$ cat src/rtl/dbf_add_tree.sv
// Registered binary adder tree that sums N_CH enabled two's-complement channels.
// The full sum is scaled by an arithmetic right shift and saturated to OUT_W bits.
module dbf_add_tree #(
  parameter int N_CH  = 24,
  parameter int IN_W  = 32,
  parameter int OUT_W = 37,
  parameter int SHIFT = 0
) (
  input  logic                   clk,
  input  logic                   rst,
  input  logic [N_CH*IN_W-1:0]   data_in,
  input  logic [N_CH-1:0]        ch_en,
  input  logic                   in_valid,
  output logic [OUT_W-1:0]       data_add_out,
  output logic                   out_valid,
  output logic                   sat,
  output logic [15:0]            sat_cnt
);

  localparam int L      = $clog2(N_CH);
  localparam int FULL_W = IN_W + L;
  localparam int CMP_W  = (FULL_W > OUT_W) ? FULL_W : OUT_W;

  localparam logic signed [CMP_W-1:0] OUT_MAX = {{(CMP_W-OUT_W+1){1'b0}}, {(OUT_W-1){1'b1}}};
  localparam logic signed [CMP_W-1:0] OUT_MIN = {{(CMP_W-OUT_W+1){1'b1}}, {(OUT_W-1){1'b0}}};

  // Level 0 holds the masked inputs; level l holds ceil(N_CH / 2^l) partial sums.
  // Entry N_CH is a constant-zero pad so pair indices never leave the array.
  logic signed [FULL_W-1:0] tree [0:L][0:N_CH];
  logic [L:0]               vld;

  function automatic int lvl_cnt(input int l);
    return (N_CH + (1 << l) - 1) >> l;
  endfunction

  function automatic int clamp_idx(input int i);
    return (i > N_CH) ? N_CH : i;
  endfunction

  // NOTE: the tree array is reset as well, so a mid-stream reset leaves no stale partial sums.
  always_ff @(posedge clk or posedge rst) begin
    if (rst) begin
      vld <= '0;
      for (int l = 0; l <= L; l++) begin
        for (int j = 0; j <= N_CH; j++) begin
          tree[l][j] <= '0;
        end
      end
    end else begin
      // NOTE: non-blocking assignments let every level read the previous level's old contents.
      vld <= {vld[L-1:0], in_valid};
      for (int j = 0; j < N_CH; j++) begin
        tree[0][j] <= ch_en[j] ? FULL_W'(signed'(data_in[j*IN_W +: IN_W])) : '0;
      end
      tree[0][N_CH] <= '0;
      for (int l = 1; l <= L; l++) begin
        for (int j = 0; j <= N_CH; j++) begin
          if (j < lvl_cnt(l)) begin
            if (2*j + 1 < lvl_cnt(l-1))
              tree[l][j] <= tree[l-1][clamp_idx(2*j)] + tree[l-1][clamp_idx(2*j+1)];
            else
              tree[l][j] <= tree[l-1][clamp_idx(2*j)];
          end else begin
            tree[l][j] <= '0;
          end
        end
      end
    end
  end

  logic signed [FULL_W-1:0] sum_sh;
  logic signed [CMP_W-1:0]  sum_ext;
  logic [OUT_W-1:0]         res_next;
  logic                     sat_next;

  // NOTE: every output of this block is given a default first, so no latch can be inferred.
  always_comb begin
    sum_sh   = tree[L][0] >>> SHIFT;
    sum_ext  = CMP_W'(sum_sh);
    res_next = sum_ext[OUT_W-1:0];
    sat_next = 1'b0;
    if (sum_ext > OUT_MAX) begin
      res_next = OUT_MAX[OUT_W-1:0];
      sat_next = 1'b1;
    end else if (sum_ext < OUT_MIN) begin
      res_next = OUT_MIN[OUT_W-1:0];
      sat_next = 1'b1;
    end
  end

  // Result and flag only move on a valid final-stage word; otherwise they hold.
  always_ff @(posedge clk or posedge rst) begin
    if (rst) begin
      out_valid    <= 1'b0;
      data_add_out <= '0;
      sat          <= 1'b0;
      sat_cnt      <= '0;
    end else begin
      out_valid <= vld[L];
      if (vld[L]) begin
        data_add_out <= res_next;
        sat          <= sat_next;
        if (sat_next && sat_cnt != 16'hFFFF)
          sat_cnt <= sat_cnt + 16'd1;
      end
    end
  end

endmodule

$ cat config.mk
export PLATFORM = sky130hd
export DESIGN_NAME = dbf_add_tree
export DESIGN_NICKNAME = d
export VERILOG_FILES = /design/src/rtl/dbf_add_tree.sv
export SDC_FILE = /design/constraint.sdc
export NUM_CORES = 2
export LEC_CHECK = 0
export ABC_CLOCK_PERIOD_IN_PS = 105200
export CAP_MARGIN = 20
export CORE_UTILIZATION = 40
export CTS_CLUSTER_DIAMETER = 60
export DETAILED_ROUTE_END_ITERATION = 10
export PLACE_DENSITY = 0.67
export SLEW_MARGIN = 20
export SYNTH_ARGS = -nofsm -noshare
export SYNTH_HDL_FRONTEND = slang
export SYNTH_SLANG_ARGS = --single-unit
$ cat constraint.sdc
create_clock -name clk -period 105.2 [get_ports clk]
set_clock_uncertainty 0.2 [all_clocks]
set_input_delay 21.04 -clock clk [delete_from_list [all_inputs] [get_ports clk]]
set_output_delay 21.04 -clock clk [all_outputs]
set_load 0.005 [all_outputs]
Word level (Yosys, flattened, before mapping)
Cells that the tools add are included.

storage, ports and cells
  register bits after elaboration = 1837
  bits of input ports = 795
  output and inout port bits = 55
  logic and storage cells = 110

cells by class
  add/sub/neg operators = 24
  magnitude comparators = 2
  equal/unequal tests = 1
  multiplexer cells = 28
  reduce and logical (&&, ||, !) cells = 2

operators with widths
  kind                                           number
  two-way mux 37 bit                             26
  adder 37 bit                                   23
  > comparator 37 bit, second input constant     1
  < comparator 37 bit, second input constant     1
  adder 16 x 1 -> 16 bit, second input constant  1
  != test 16 bit, second input constant          1
  two-way mux 1 bit                              2
  AND reduction 2 bit                            1
  logical AND 1 bit                              1

Logic depth before layout (Yosys ltp)
  word-level depth = 5
  depth in mapped cells = 12
  gate-level depth less buffers = 12

Worst setup path after synthesis
No wires, ideal clock.

  kind = input to register
  start = in ch_en[23]
  end = reg tree[4663] in the netlist's numbering
  setup time = 119 ps
  arrival = 21306 ps
  required time = 104881 ps
  slack = 83575 ps
  cell stages on the path = 2
  path buffers = 1
  cells stage by stage = clkbuf_1 > and2_1

between the ends
  longest elaborated chain between the ends = 1

ends and longest elaborated chain
  what                           line  source
  start, declared                12    input logic [N_CH-1:0] ch_en,
  two-way mux 37 bit             53    tree[0][j] <= ch_en[j] ? FULL_W'(signed'(data_in[j*IN_W +: IN_W])) : '0;
  end signal, assigned by index  53
  end signal, assigned by index  60    tree[l][j] <= tree[l-1][clamp_idx(2*j)] + tree[l-1][clamp_idx(2*j+1)];
  end signal, assigned by index  62    tree[l][j] <= tree[l-1][clamp_idx(2*j)];
  end, declared                  29    logic signed [FULL_W-1:0] tree [0:L][0:N_CH];

Every way passes these cells.
A chain may end at the register's enable or synchronous reset.

==> impl_metrics.json <==
{
  "synth-xor-area-share": 0.0721,
  "htreeDepth": 4,
  "finalHoldViolCount": 0,
  "numPortBuffers": 849,
  "async_flop_share": 1.00,
  "outcome": "complete, no violations",
  "rows": 170,
  "drc": 0,
  "grt_max_degree": 178,
  "synth_seq_cells": 1717,
  "crit_path_start": "rst",
  "ys_top_cells_by_area": "dfrtp_1 (49%), ha_1 (11%), and2_1 (5.8%)",
  "hold_buffers": 0,
  "timing.critical_path.mode_cell": "buf_4",
  "clkLatencyLatePin_ns": 0.85,
  "layout_common_cells": "dfrtp_1 (1716), clkdlybuf4s50_1 (843), and2_1 (801), ha_1 (780), a21oi_1 (682)",
  "p_per_area_nw_per_um2": 24.9,
  "grt_pass1_vias": 64100,
  "path_max_fanout": 105,
  "rr_worst_depth": 11,
  "ios": 850,
  "synth_top_family_by_area": "compound AO/OA/AOI/OAI gates",
  "finalWirelength_mm": 237,
  "syn_nets": 9560,
  "finalNonFillerCells": 11800,
  "cts_buffers": 192,
  "initialDrtViolationCount": 3970,
  "synth_edf_count": 0,
  "synth_compound_area_frac": 0.166,
  "core_sq_um": 215000,
  "syn2layout_area_growth_pct": 21.2,
  "cts_setup_buffers": 0,
  "syn_area_per_cell_sq_um": 10.9,
  "cts-resized-gates": 0,
  "max_freq_mhz": 41.0,
  "vias": 62300,
  "synthMuxAreaShare": 0.00480,
  "rrSetupSlack_ns": 100.64,
  "dieWidth_microns": 468,
  "worstMarginPinSlew_ns": 1.09,
  "synth_top_area_frac": 0.495,
  "yosys_most_used_dff": "dfrtp_1",
  "clk_pin_slew_worst_paths_ns": 0.06,
  "grt_pass1_wl_mm": 365,
  "ys_seq_area_frac": 0.495,
  "slew_violations": 0,
  "r2r_end": "sum_ext[36]",
  "setup-violations-final": 0,
  "worst_ep_arrival_time_ns": 25.08,
  "slew_headroom": 0.269,
  "slowest_delay_ns": 0.78,
  "synth-simple-area-share": 0.129,
  "post_route_cells_drive_above_1_share": 0.0495,
  "required_ns": 105.89,
  "p_leak_nw": 49.9,
  "synth-adder-area-share": 0.118,
  "dieArea_sq_um": 219000,
  "hold_path.class": "reg -> reg",
  "place_hpwl_mm": 184,
  "ys_types": 82,
  "vdd_drop_max_v": 0.0000182,
  "synth_top_area_cell": "dfrtp_1",
  "criticalPathCategory": "in -> async",
  "grt_setup_unrepaired": "no",
  "place.gp.congestion": 0.923,
  "endpoint_kind": "asynchronous set/reset pin",
  "antenna_found_initial": 25,
  "fin_tns_setup_ns": 0,
  "grt_overflow": 0,
  "clock-sinks": 1717,
  "cts_tree": "yes",
  "clock-root-buffer": "clkbuf_16",
  "power.total_w": 0.00262,
  "start_kind": "input pin",
  "cts_max_path_buffers": 3,
  "grt_use_total": 0.214,
  "layout.nets": 10400,
  "die_h_microns": 468,
  "wl_per_cell_microns": 20.0,
  "max-cap-violations": 0,
  "regToRegStartpoint": "tree[1813]",
  "drt-pass1-iter-count": 5,
  "dp_cells": 11500,
  "syn-cell-area_sq_um": 86900,
  "endpoint": "tree[5532]",
  "via_per_inst": 5.27,
  "final_common_cell": "dfrtp_1",
  "start_util": 0.404,
  "timing.final.crit_share": 0.232,
  "yosysWarnings": 0,
  "critical-path-slowest-cell": "buf_4",
  "worstPathCellList": "clkdlybuf4s50_1 -> inv_8 -> buf_4 -> buf_4 -> buf_4 -> buf_6",
  "fin_crit_ns": 24.39,
  "ant_nets": 0,
  "netlist_instances": 7962
}
## routing by layer
layer / global-route usage / vias up / part of all wire
li1: - / 30000 / -
met1: 0.292 / 30300 / 0.46
met2: 0.351 / 1663 / 0.47
met3: 0.0336 / 328 / 0.050
met4: 0.0589 / 14 / 0.024
met5: 0 / - / 0.00040
## cells by family after synthesis
| group | count (synthesis) |
|---|---|
| flip-flops | 1717 |
| multiplexers | 37 |
| XOR/XNOR | 715 |
| AO/OA/AOI/OAI | 2246 |
| buffers and inverters | 356 |
| adder cells (fa/ha/maj) | 803 |
| AND/OR/NAND/NOR | 2088 |
## stage by stage
step	util	hold WS (ns)	cell area (sq um)	setup slack (ns)
6_report	0.489	0.139	105000	80.81
2_1_floorplan	-	0.131	86900	35.50
4_1_cts	0.489	0.137	105000	80.36
3_5_place_dp	0.457	0.135	98300	79.42
5_1_grt	0.489	0.151	105000	80.21
3_3_place_gp	0.457	0.132	98400	79.61
## power by group
part           internal (W)  switching, W
registers          0.000808     0.0000810
clock network      0.000426      0.000285
logic              0.000427      0.000596
## worst min-delay path by stage
stage	start	end	slack, ns	cells after the start
finish	tree[2672]	tree[1784]	0.14	0
global route	tree[2672]	tree[1784]	0.15	0
CTS	tree[2672]	tree[1784]	0.14	0
detailed placement	tree[2674]	tree[1786]	0.13	0
global placement	vld[4]	vld[5]	0.13	0
floorplan	tree[2664]	tree[1776]	0.13	0
## critical path, delay by kind of cell
family | cells | cell delay (ns)
buffers and inverters | 6 | 3.64
## Yosys cell counts (all sizes together) (53+ instances only)
master	count
dfrtp	1717
and2	801
ha	780
a21oi	684
xnor2	473
a21o	447
o21ai	402
nor2	339
nand2	332
xor2	242
clkbuf	204
inv	151
nand3	114
nand4	110
o21bai	105
o21a	98
nand2b	95
a31oi	78
nor2b	78
a211oi	70
nor3	66
and3	63
o211ai	53
## area by class of cell
type                       count  area, sq um
antenna                       11         27.5
clock buffer                 259         5440
clock inverter                95         1430
fill                       19300       110000
inverter                     151          574
multi-input combinational   5889        42600
sequential                  1717        43000
tap                         2838         3550
timing repair buffer         874         8700
## state kept, by name, indices dropped and copies added (netlist names)
| name | count |
|---|---|
| tree | 1619 |
| data_add_out | 37 |
| sum_ext | 37 |
| sat_cnt | 16 |
| vld | 6 |
| out_valid | 1 |
| sat | 1 |
No activity file was read; power rests on OpenSTA's default activity.
